[config.mk]
export PLATFORM = sky130hd
export DESIGN_NAME = dice_roller_flat
export DESIGN_NICKNAME = d
export VERILOG_FILES = /design/src/rtl/dice_roller_if.sv /design/src/rtl/dice_roller.sv /design/src/flat_wrapper.sv
export SDC_FILE = /design/constraint.sdc
export NUM_CORES = 1
export LEC_CHECK = 0
export CAP_MARGIN = 20
export CORE_UTILIZATION = 44
export CTS_BUF_LIST = sky130_fd_sc_hd__clkbuf_4 sky130_fd_sc_hd__clkbuf_8 sky130_fd_sc_hd__clkbuf_16
export CTS_CLUSTER_SIZE = 8
export DETAILED_ROUTE_END_ITERATION = 16
export PLACE_DENSITY_LB_ADDON = 0.05
export SYNTH_ARGS = -nofsm -noshare
export SYNTH_HDL_FRONTEND = slang
export SYNTH_SLANG_ARGS = --single-unit
[constraint.sdc]
create_clock -name clk -period 1.4 [get_ports clk]
set_input_delay 0.28 -clock clk [delete_from_list [all_inputs] [get_ports clk]]
set_output_delay 0.28 -clock clk [all_outputs]
set_load 0.05 [all_outputs]
[src/rtl/dice_roller_if.sv]
// Button-in / face-out bundle between the dice roller and its neighbours.
// Latency: none (wires only).
// Backpressure: none; the face output is a level that the display samples freely.
//
// Signals:
//   btn     raw push-button level (1 = pressed), asynchronous to clk
//   val     face value for the 7-segment decode: 0 = blank, 1..6 = face
//   rolling high while the face is cycling
//   done    one-cycle pulse after a result has been latched
interface dice_roller_if;
    logic       btn;
    logic [2:0] val;
    logic       rolling;
    logic       done;

    // Driver of the button / consumer of the face (board or bench).
    modport master (
        output btn,
        input  val,
        input  rolling,
        input  done
    );

    // The dice roller itself.
    modport slave (
        input  btn,
        output val,
        output rolling,
        output done
    );
endinterface

[src/rtl/dice_roller.sv]
// Push-button dice: synchronise + debounce a raw button, cycle faces 1..6 while held, freeze on release.
// Latency: DEBOUNCE_CYCLES+3 clk edges from a stable button level to the state/rolling change.
// Backpressure: none; outputs are registered levels/pulses that downstream samples every cycle.
//
// Ports:
//   clk    system clock, rising edge
//   reset  asynchronous, active-high; returns everything to blank/IDLE
//   bus    dice_roller_if.slave: btn in; val[2:0], rolling, done out
module dice_roller #(
    parameter int DEBOUNCE_CYCLES = 4,
    parameter int ROLL_DIV        = 2
) (
    input  logic         clk,
    input  logic         reset,
    dice_roller_if.slave bus
);

    localparam int DB_W  = $clog2(DEBOUNCE_CYCLES) + 1;
    localparam int DIV_W = $clog2(ROLL_DIV) + 1;
    localparam logic [DB_W-1:0]  DB_LAST  = DB_W'(DEBOUNCE_CYCLES - 1);
    localparam logic [DIV_W-1:0] DIV_LAST = DIV_W'(ROLL_DIV - 1);

    typedef enum logic [1:0] {
        IDLE = 2'd0,
        ROLL = 2'd1,
        SHOW = 2'd2
    } state_e;

    // Synchroniser
    logic s1_q, s1_d;
    logic btn_s_q, btn_s_d;

    // Debouncer
    logic            btn_db_q, btn_db_d;
    logic [DB_W-1:0] db_cnt_q, db_cnt_d;

    // Edge detect on the debounced level
    logic btn_db_prev_q, btn_db_prev_d;
    logic db_rise, db_fall;

    // Roll engine
    state_e           state_q, state_d;
    logic [2:0]       face_q, face_d;
    logic [DIV_W-1:0] div_cnt_q, div_cnt_d;

    // Registered outputs so the display decode never sees a combinational glitch
    logic [2:0] val_q, val_d;
    logic       rolling_q, rolling_d;
    logic       done_q, done_d;

    // Explicit wrap 6 -> 1 so the face register can never reach 0 or 7 once rolled.
    function automatic logic [2:0] next_face(input logic [2:0] f);
        next_face = (f == 3'd6) ? 3'd1 : f + 3'd1;
    endfunction

    // ------------------------------------------------------------------
    // Synchroniser and debouncer
    // ------------------------------------------------------------------
    always_comb begin
        s1_d     = bus.btn;
        btn_s_d  = s1_q;
        btn_db_d = btn_db_q;
        db_cnt_d = db_cnt_q;

        if (btn_s_q == btn_db_q) begin
            // Any return to the accepted level throws away partial progress.
            db_cnt_d = '0;
        end else if (db_cnt_q == DB_LAST) begin
            btn_db_d = btn_s_q;
            db_cnt_d = '0;
        end else begin
            db_cnt_d = db_cnt_q + 1'b1;
        end
    end

    assign btn_db_prev_d = btn_db_q;
    assign db_rise       = btn_db_q & ~btn_db_prev_q;
    assign db_fall       = ~btn_db_q & btn_db_prev_q;

    // ------------------------------------------------------------------
    // Roll FSM: next state, face, divider and output values
    // ------------------------------------------------------------------
    always_comb begin
        state_d   = state_q;
        face_d    = face_q;
        div_cnt_d = div_cnt_q;

        case (state_q)
            IDLE: begin
                if (db_rise) begin
                    state_d   = ROLL;
                    face_d    = 3'd1;
                    div_cnt_d = '0;
                end
            end
            ROLL: begin
                if (db_fall) begin
                    // Release wins over a terminal divider count: the face freezes as shown.
                    state_d = SHOW;
                end else if (div_cnt_q == DIV_LAST) begin
                    face_d    = next_face(face_q);
                    div_cnt_d = '0;
                end else begin
                    div_cnt_d = div_cnt_q + 1'b1;
                end
            end
            SHOW: begin
                if (db_rise) begin
                    // Continue from the held face; first advance is a full ROLL_DIV later.
                    state_d   = ROLL;
                    div_cnt_d = '0;
                end
            end
            default: begin
                state_d   = IDLE;
                face_d    = 3'd0;
                div_cnt_d = '0;
            end
        endcase

        val_d     = (state_d == IDLE) ? 3'd0 : face_d;
        rolling_d = (state_d == ROLL);
        done_d    = (state_q == ROLL) && (state_d == SHOW);
    end

    // ------------------------------------------------------------------
    // State registers
    // ------------------------------------------------------------------
    always_ff @(posedge clk or posedge reset) begin
        if (reset) begin
            s1_q          <= 1'b0;
            btn_s_q       <= 1'b0;
            btn_db_q      <= 1'b0;
            db_cnt_q      <= '0;
            btn_db_prev_q <= 1'b0;
            state_q       <= IDLE;
            face_q        <= 3'd0;
            div_cnt_q     <= '0;
            val_q         <= 3'd0;
            rolling_q     <= 1'b0;
            done_q        <= 1'b0;
        end else begin
            s1_q          <= s1_d;
            btn_s_q       <= btn_s_d;
            btn_db_q      <= btn_db_d;
            db_cnt_q      <= db_cnt_d;
            btn_db_prev_q <= btn_db_prev_d;
            state_q       <= state_d;
            face_q        <= face_d;
            div_cnt_q     <= div_cnt_d;
            val_q         <= val_d;
            rolling_q     <= rolling_d;
            done_q        <= done_d;
        end
    end

    assign bus.val     = val_q;
    assign bus.rolling = rolling_q;
    assign bus.done    = done_q;

endmodule

[src/flat_wrapper.sv]
// flat-port wrapper written by rule: the top's interface ports become plain ports
module dice_roller_flat 
#(
    parameter int DEBOUNCE_CYCLES = 4,
    parameter int ROLL_DIV        = 2
)
  (clk, reset, bus_btn, bus_val, bus_rolling, bus_done);
  dice_roller_if bus_i ();
  input  logic clk;
  input  logic reset;
  input wire logic [$bits(bus_i.btn)-1:0] bus_btn;
  output wire logic [$bits(bus_i.val)-1:0] bus_val;
  output wire logic [$bits(bus_i.rolling)-1:0] bus_rolling;
  output wire logic [$bits(bus_i.done)-1:0] bus_done;
  assign bus_i.btn = bus_btn;
  assign bus_val = bus_i.val;
  assign bus_rolling = bus_i.rolling;
  assign bus_done = bus_i.done;
  dice_roller #(.DEBOUNCE_CYCLES(DEBOUNCE_CYCLES), .ROLL_DIV(ROLL_DIV)) u_core (.clk(clk), .reset(reset), .bus(bus_i));
endmodule
# After elaboration in Yosys (flattened, before gate mapping)
# Index checks and enable logic that the tools add are counted.
# totals
out_inout_bits	5
ff_bits	19
word_cells	50
# classes
n_mux	15
n_eq_ne	10
n_addsub	3
bitwise_logic	5
n_reduce_logical	6
# op_table
operator	count
2-to-1 mux 3 bit	7
2-to-1 mux 2 bit	5
case mux 3 bit (3 select lines)	1
case mux 2 bit (2 select lines)	2
adder 3 x 1 -> 3 bit (second input constant)	2
equality test 2 x 1 -> 1 bit (second input constant)	3
equality test 2 bit (second input constant)	2
logical NOT 2 bit	2
AND reduction 2 bit	2
equality test 3 x 2 -> 1 bit (second input constant)	1
equality test 3 bit (second input constant)	1
inverter 1 bit	3
adder 2 x 1 -> 2 bit (second input constant)	1
bitwise AND 1 bit	2
!= test 2 x 1 -> 1 bit (second input constant)	1
!= test 2 bit (second input constant)	1
OR reduction 2 bit	1
equality test 1 bit	1
logical AND 1 bit	1

# Depth between registers and ports, before layout
# Gate-level depths: netlist (run 1).
# logic_depth
depth_word	6
ltp_mapped	5
mapped_depth_nobuf	4

# Worst setup path before layout (run 1)
# OpenSTA, ideal clock, no wires.
# synth_path
path_kind	reg2reg
start	reg u_core.btn_db_q, in the netlist u_core.btn_db_prev_d
end	reg u_core.face_q[1]
stages_incl_launch_ff	5
synth_period_minus_slack_ps	1191
setup_slack_ps	209
setup_ps	118
arrival_time_ps	1073
n_path_buf	0
path_cell_list	dfrtp_1 nand2b_2 and2_4 a32o_1 a21o_1
# synth_via
elab_chain_cells	4
elab_cells_between_ends	6
classes_between	mux: 3; bitwise: 3
# synth_rtl
item	line	source
start: declaration	dice_roller.sv:34	logic btn_db_q, btn_db_d;
start signal: assignment	dice_roller.sv:145	btn_db_q <= btn_db_d;
inverter 1 bit	dice_roller.sv:78	assign db_fall = ~btn_db_q & btn_db_prev_q;
bitwise AND 1 bit	dice_roller.sv:78	
2-to-1 mux 3 bit	dice_roller.sv:97	if (db_fall) begin
case mux 3 bit (3 select lines) *	dice_roller.sv:88	case (state_q)
net u_core.face_d[1]	dice_roller.sv:43	logic [2:0] face_q, face_d;
end signal: assignment	dice_roller.sv:137	face_q <= 3'd0;
end signal: assignment	dice_roller.sv:149	face_q <= face_d;
end: declaration	dice_roller.sv:43	
# Mark *: on every way through the listed nets, which the timed path passes. The rest lies on a longest branch.
# A chain may end at the register's enable or synchronous reset.

# Worst setup path in the final report (run 1)
# layout_path
start	reg u_core.div_cnt_q[1]
end	reg u_core.val_q[1], in the netlist u_core.bus.val[1]
# layout_via
elab_chain_cells	5
# layout_rtl
item	line	source
start: declaration	dice_roller.sv:44	logic [DIV_W-1:0] div_cnt_q, div_cnt_d;
start signal: assignment	dice_roller.sv:150	div_cnt_q <= div_cnt_d;
equality test 2 x 1 -> 1 bit	dice_roller.sv:100	end else if (div_cnt_q == DIV_LAST) begin
2-to-1 mux 3 bit	dice_roller.sv:100	
2-to-1 mux 3 bit	dice_roller.sv:97	
case mux 3 bit (3 select lines)	dice_roller.sv:88	
2-to-1 mux 3 bit	dice_roller.sv:121	val_d = (state_d == IDLE) ? 3'd0 : face_d;
net u_core.val_d[1]	dice_roller.sv:47	logic [2:0] val_q, val_d;
end signal: assignment	dice_roller.sv:151	val_q <= val_d;
end: declaration	dice_roller.sv:47	
# The timed path passes the listed nets, and every way through them passes these cells.

==> results.yml, run 1 <==
detailed_routing:
  avgRoutedWirePerCell_um: 12.05
  met3_length_um: 60
  wl_mm: 1.362
  wl_met2_um: 568
  wl_met1_um: 710
  ant_nets: 0
  dr.pass1.iters: 6
  num_vias: 577
  first_iter_violations: 18
  routed.top_layer: "met4"
  vias_per_cell: 5.106
  route.detailed.drc: 0
worst_setup_path:
  startpoint: "u_core.div_cnt_q[1]$_DFFE_PP0P_"
  arrival_ns: 1.45
  critPathKind: "reg -> reg"
  crit_path_end_kind: "register"
  worstReg2RegEnd: "u_core.bus.val[1]$_DFF_PP0_"
  crit_family: "compound AO/OA/AOI/OAI gates"
  cp_data_required_time_ns: 1.59
  start_kind: "register"
  cp.buffers_inverters: 0
  crit_path_max_incr_delay_ns: 0.44
  path_cells: "nor2b_4, o211ai_1, a32o_1, a21o_1"
  critPathSlowestCell: "dfrtp_1"
  reg2reg_from: "u_core.div_cnt_q[1]$_DFFE_PP0P_"
  r2r_slack_ns: 0.15
  crit_end: "u_core.bus.val[1]$_DFF_PP0_"
  worstPathMaxFanout: 4
  reg2reg_depth: 4
  cp.depth: 4
clocking:
  cts_tree: "yes"
  clk_latency_ns: 0.29
  cts_max_level: 1
  cts_resized: 0
  cts_buffer_depth: 2
  clk_pin_slew_worst_paths_ns: 0.11
  cts_hold_buf: 0
  cts_sinks: 19
  cts_root_buffer: "clkbuf_4"
  postCtsSetupRepairBufs: 0
  cts_buffers: 3
timing:
  min_period_ns: 1.253
  max_freq_mhz: 798.3
  hold_violations: 0
  fin_worst_skew_ns: 0.003707
  setup_viol: 0
  grt_setup_unrepaired: "false"
  finalMaxSlewViolations: 0
  finalCritPeriodShare: 0.8948
  worst_slew_pin_slew_ns: 0.2658
  relSlewSlack: 0.8216
  layout_setup_ws_ns: 0.1473
  setup_tns_ns: 0
synth:
  syn_inst: 77
  yosys_warnings: 0
  synthFlopType: "dfrtp_1"
  async_flop_share: 1.000
  synth_fp_nets: 81
  syn-mean-instance-area_um2: 10.85
  synth-edff-count: 0
  syn_area_um2: 835.8
  synth_cell_types: 27
  ys_ff_latch: 19
  ys_seq_area_frac: 0.5689
grt:
  grt_start_max_net_pins: 20
  antenna_found_initial: 0
  grt_pass1_vias: 528
  grt_pass1_wl_mm: 2.311
  grt_overflow: 0
  grt_usage: 0.1598
cells_and_area:
  nets: 93
  multi_input_area_um2: 327.8
  antenna_cells: 0
  fin_cells: 113
  fillCellCount: 158
  area_delta_synth_final_pct: 22.01
  seq_area_um2: 475.5
  utilization: 0.5842
  drive_gt1_frac: 0.1932
floorplan:
  start_util: 0.4789
  fp-row-count: 15
  die_y_um: 45.59
  core_area_um2: 1745
  die_w_um: 45.59
  dieArea_um2: 2078
  num_io_pins: 8
outcome:
  outcome: "complete, no violations"
place:
  pre_cts_slack_ns: 0.1677
  place.gp.congestion: 0.8084
  placed_cells: 109
  io_buffers: 7
  place_hpwl_mm: 1.017
power_and_ir_drop:
  leakagePower_nw: 0.4814
  finalPower_mw: 2.392
  vdd_drop_max_v: 0.001351
  power_density_nw_per_um2: 2346
hold_path:
  hold_path_class: "in -> async"
flow_run:
  cap_violations: 0
-- cell usage in the layout (no fill, tap or decap), drive strengths merged --
master         count
nand3              2
nor2b              3
and2               1
clkbuf             3
clkinv             1
o211ai             2
nand2b             2
o21a               1
nor3               1
a21o               2
mux2               2
a21oi              1
ha                 1
xnor2              1
a31oi              4
nand3b             1
o21ai              7
buf                7
dfrtp             19
and3               1
a22o               1
a311oi             1
a32o               1
nand2              6
inv                6
clkdlybuf4s50      2
nor2               6
nor3b              3
-- cell families (layout without fill, tap and decap cells) --
group	count (synthesis)	in the layout	share of synthesized area
AND/OR/NAND/NOR	26	26	0.1841
AO/OA/AOI/OAI	20	20	0.1557
flip-flops	19	19	0.5689
buffers and inverters	8	19	0.03892
multiplexers	2	2	0.02694
adder cells (fa/ha/maj)	1	1	0.01497
XOR/XNOR	1	1	0.01048
-- cells in the mapped netlist (2+ instances only) --
| cell type | n | area [um2] |
|---|---|---|
| o21ai_0 | 7 | 35.03 |
| a21o_1 | 2 | 15.01 |
| inv_1 | 6 | 22.52 |
| nor2b_4 | 2 | 27.53 |
| nand3_1 | 2 | 10.01 |
| mux2_2 | 2 | 22.52 |
| nand2_1 | 6 | 22.52 |
| o211ai_1 | 2 | 15.01 |
| buf_2 | 2 | 10.01 |
| nor2_1 | 6 | 22.52 |
| dfrtp_1 | 19 | 475.5 |
| nor3b_1 | 3 | 22.52 |
| a31oi_1 | 4 | 25.02 |
-- through the flow --
step                      instance area, um2  hold slack (ns)
after floorplan                        835.8           0.2311
after global placement                 992.2           0.3335
after detailed placement               992.2           0.3347
after CTS                               1020           0.2917
after global routing                    1020           0.3301
final                                   1020           0.2898
-- worst reg2reg max path: cells and delay by family (launching register included) --
family	cells	cell delay [ns]
AOI/OAI and AO/OA	3	0.54
DFF	1	0.44
and+or+nand+nor	1	0.17
-- worst min-delay path by stage --
stage	endpoint	slack, ns	cells past startpoint
final	u_core.db_cnt_q[2]$_DFF_PP0_	0.29	3
after floorplan	u_core.btn_db_prev_d$_DFFE_PP0P_	0.23	1
after CTS	u_core.bus.rolling$_DFF_PP0_	0.29	3
after global routing	u_core.db_cnt_q[2]$_DFF_PP0_	0.33	3
after detailed placement	u_core.btn_s_q$_DFF_PP0_	0.33	0
after global placement	u_core.btn_s_q$_DFF_PP0_	0.33	0
-- metal layers --
layer | track usage | up-vias
met5 | 0 | -
met3 | 0.02381 | 4
li1 | - | 291
met1 | 0.2366 | 262
met2 | 0.2200 | 20
met4 | 0.09091 | 0
-- sequential cells by signal, summed over array words and instances, names as in the netlist --
signal / count
u_core.bus.val: 3
u_core.db_cnt_q: 3
u_core.face_q: 3
u_core.div_cnt_q: 2
u_core.state_q: 2
u_core.btn_db_prev_d: 1
u_core.btn_db_prev_q: 1
u_core.btn_s_d: 1
u_core.btn_s_q: 1
u_core.bus.done: 1
u_core.bus.rolling: 1
-- layout make-up --
| cell class | count | share of cell area |
|---|---|---|
| well taps | 25 | 0.03067 |
| inverters | 6 | 0.02209 |
| flip-flops and latches | 19 | 0.4663 |
| multi-input cells | 50 | 0.3215 |
| repair buffers | 9 | 0.1325 |
| clock buffers | 3 | 0.02209 |
| clock inverters | 1 | 0.004908 |
-- where the power goes --
| part | switching, mW | leakage [nW] | internal (mW) |
|---|---|---|---|
| Combinational | 0.623 | 0.222 | 0.569 |
| Sequential | 0.193 | 0.242 | 0.737 |
| Clock | 0.164 | 0.0177 | 0.106 |
(Power assumes the default switching activity.)
==> inputs of run 2 (changes only) <==
Clock period 1.4 ns to 1.3 ns, I/O delays scaled along.
==> run 2 against run 1 <==
Compared with the run above:
- combinational power is 13% higher
- critical path type unchanged
- wire length is 0.22% higher
- hold slack lost 0.022 ns
- die area stayed put
- non-clock buffer count rose by 3
- clock power grew 7%
==> results.yml, run 2 (synthesis gave the netlist of run 1 again) <==
outcome:
  outcome: "complete, no violations"
flow_run:
  cap_violations: 0
worst_setup_path:
  critPathKind: "reg -> reg"
  worstPathMaxFanout: 4
  start_kind: "register"
  arrival_ns: 1.44
  crit_path_end_kind: "register"
  cp_data_required_time_ns: 1.49
cells_and_area:
  nets: 96
  design_area_um2: 1046
  area_delta_synth_final_pct: 25.15
  fillCellCount: 150
  final_cell_mix: "18 x dfrtp_1, 7 x o21ai_0, 6 x inv_1, 6 x nand2_1, 6 x nor2_1"
  antenna_cells: 0
  seq_area_um2: 476.7
  drive_gt1_frac: 0.2418
  utilization: 0.5993
  final_common_cell: "dfrtp_1"
  multi_input_area_um2: 330.3
detailed_routing:
  first_iter_violations: 32
  wl_mm: 1.365
  dr.pass1.iters: 4
  vias_per_cell: 5.388
  avgRoutedWirePerCell_um: 11.77
  num_vias: 625
  ant_nets: 0
  route.detailed.drc: 0
grt:
  grt_start_max_net_pins: 20
  grt_pass1_wl_mm: 2.125
  grt_usage: 0.1479
  grt_overflow: 0
  antenna_found_initial: 0
  grt_pass1_vias: 490
floorplan:
  core_area_um2: 1745
  fp-row-count: 15
  start_util: 0.4789
  die_y_um: 45.59
  dieArea_um2: 2078
  die_w_um: 45.59
  num_io_pins: 8
power_and_ir_drop:
  leakagePower_nw: 0.4956
  finalPower_mw: 2.623
  vdd_drop_max_v: 0.001381
  power_density_nw_per_um2: 2507
timing:
  max_freq_mhz: 799.7
  setup_viol: 0
  hold_violations: 0
  worst_slew_pin_slew_ns: 0.2520
  finalCritPeriodShare: 0.9619
  finalMaxSlewViolations: 0
  fin_worst_skew_ns: 0.004427
  whs_ns: 0.2683
  relSlewSlack: 0.8308
  min_period_ns: 1.250
clocking:
  cts_root_buffer: "clkbuf_4"
  cts_buffer_depth: 2
  cts_sinks: 19
  clk_latency_ns: 0.29
  cts_buffers: 3
  cts_tree: "yes"
  cts_max_level: 1
  clk_pin_slew_worst_paths_ns: 0.10
  cts_hold_buf: 0
place:
  io_buffers: 7
  place_area_um2: 999.7
  place.gp.congestion: 0.8336
  place_hpwl_um: 990.4
hold_path:
  hold_path_class: "in -> async"
-- run 2: cell type report --
| cell class | instances | area share |
|---|---|---|
| clock buffer | 3 | 0.02153 |
| clock inverter | 1 | 0.004785 |
| inverter | 6 | 0.02153 |
| multi-input combinational | 50 | 0.3158 |
| sequential | 19 | 0.4557 |
| tap | 25 | 0.02990 |
| timing repair buffer | 12 | 0.1507 |
-- run 2: final timing paths --
kind | endpoint | from | slack, ns | cells past startpoint
worst max-delay path | u_core.face_q[1]$_DFF_PP0_ | u_core.div_cnt_q[1]$_DFFE_PP0P_ | 0.05 | 4
worst min-delay path | u_core.bus.rolling$_DFF_PP0_ | reset | 0.27 | 3
worst max register to register | u_core.face_q[1]$_DFF_PP0_ | u_core.div_cnt_q[1]$_DFFE_PP0P_ | 0.05 | 4
worst min register to register | u_core.btn_s_q$_DFF_PP0_ | u_core.btn_s_d$_DFF_PP0_ | 0.37 | 0
max in group asynchronous | u_core.state_q[0]$_DFF_PP0_ | reset | 0.83 | 3
min in group clk | u_core.btn_s_q$_DFF_PP0_ | u_core.btn_s_d$_DFF_PP0_ | 0.37 | 0
-- run 2: stage by stage --
| step | setup slack (ns) | std cells | setup TNS, ns |
|---|---|---|---|
| after floorplan | 0.1086 | 77 | 0 |
| after global placement | 0.07211 | 110 | 0 |
| after detailed placement | 0.04491 | 110 | 0 |
| after CTS | 0.02993 | 114 | 0 |
| after global routing | -0.001371 | 116 | -0.001371 |
| final | 0.04956 | 116 | 0 |
-- run 2: layer usage --
layer / vias up / part of all wire / GRT usage
li1: 296 / - / -
met1: 295 / 0.45 / 0.2278
met2: 30 / 0.45 / 0.1886
met3: 4 / 0.088 / 0.02381
met4: 0 / 0.017 / 0.09091
met5: - / 0 / 0
-- run 2: what timing repair did --
| action | CTS | global route |
|---|---|---|
| setup buffers | 0 | 2 |
| gates resized for setup | 0 | 2 |
| endpoints found under the setup margin | 0 | 3 |
-- run 2: worst max-delay path, cell delays in order, from the launching register on --
cell,delay (ns)
dfrtp_1,0.44
nor2b_4,0.18
o211ai_1,0.11
a32o_1,0.28
a21o_1,0.15
-- run 2: report_power, final --
| group | total (mW) | internal [mW] | switching, mW |
|---|---|---|---|
| sequential | 0.984 | 0.797 | 0.187 |
| clock | 0.290 | 0.115 | 0.175 |
| combinational | 1.35 | 0.651 | 0.698 |
| total | 2.62 | 1.56 | 1.06 |
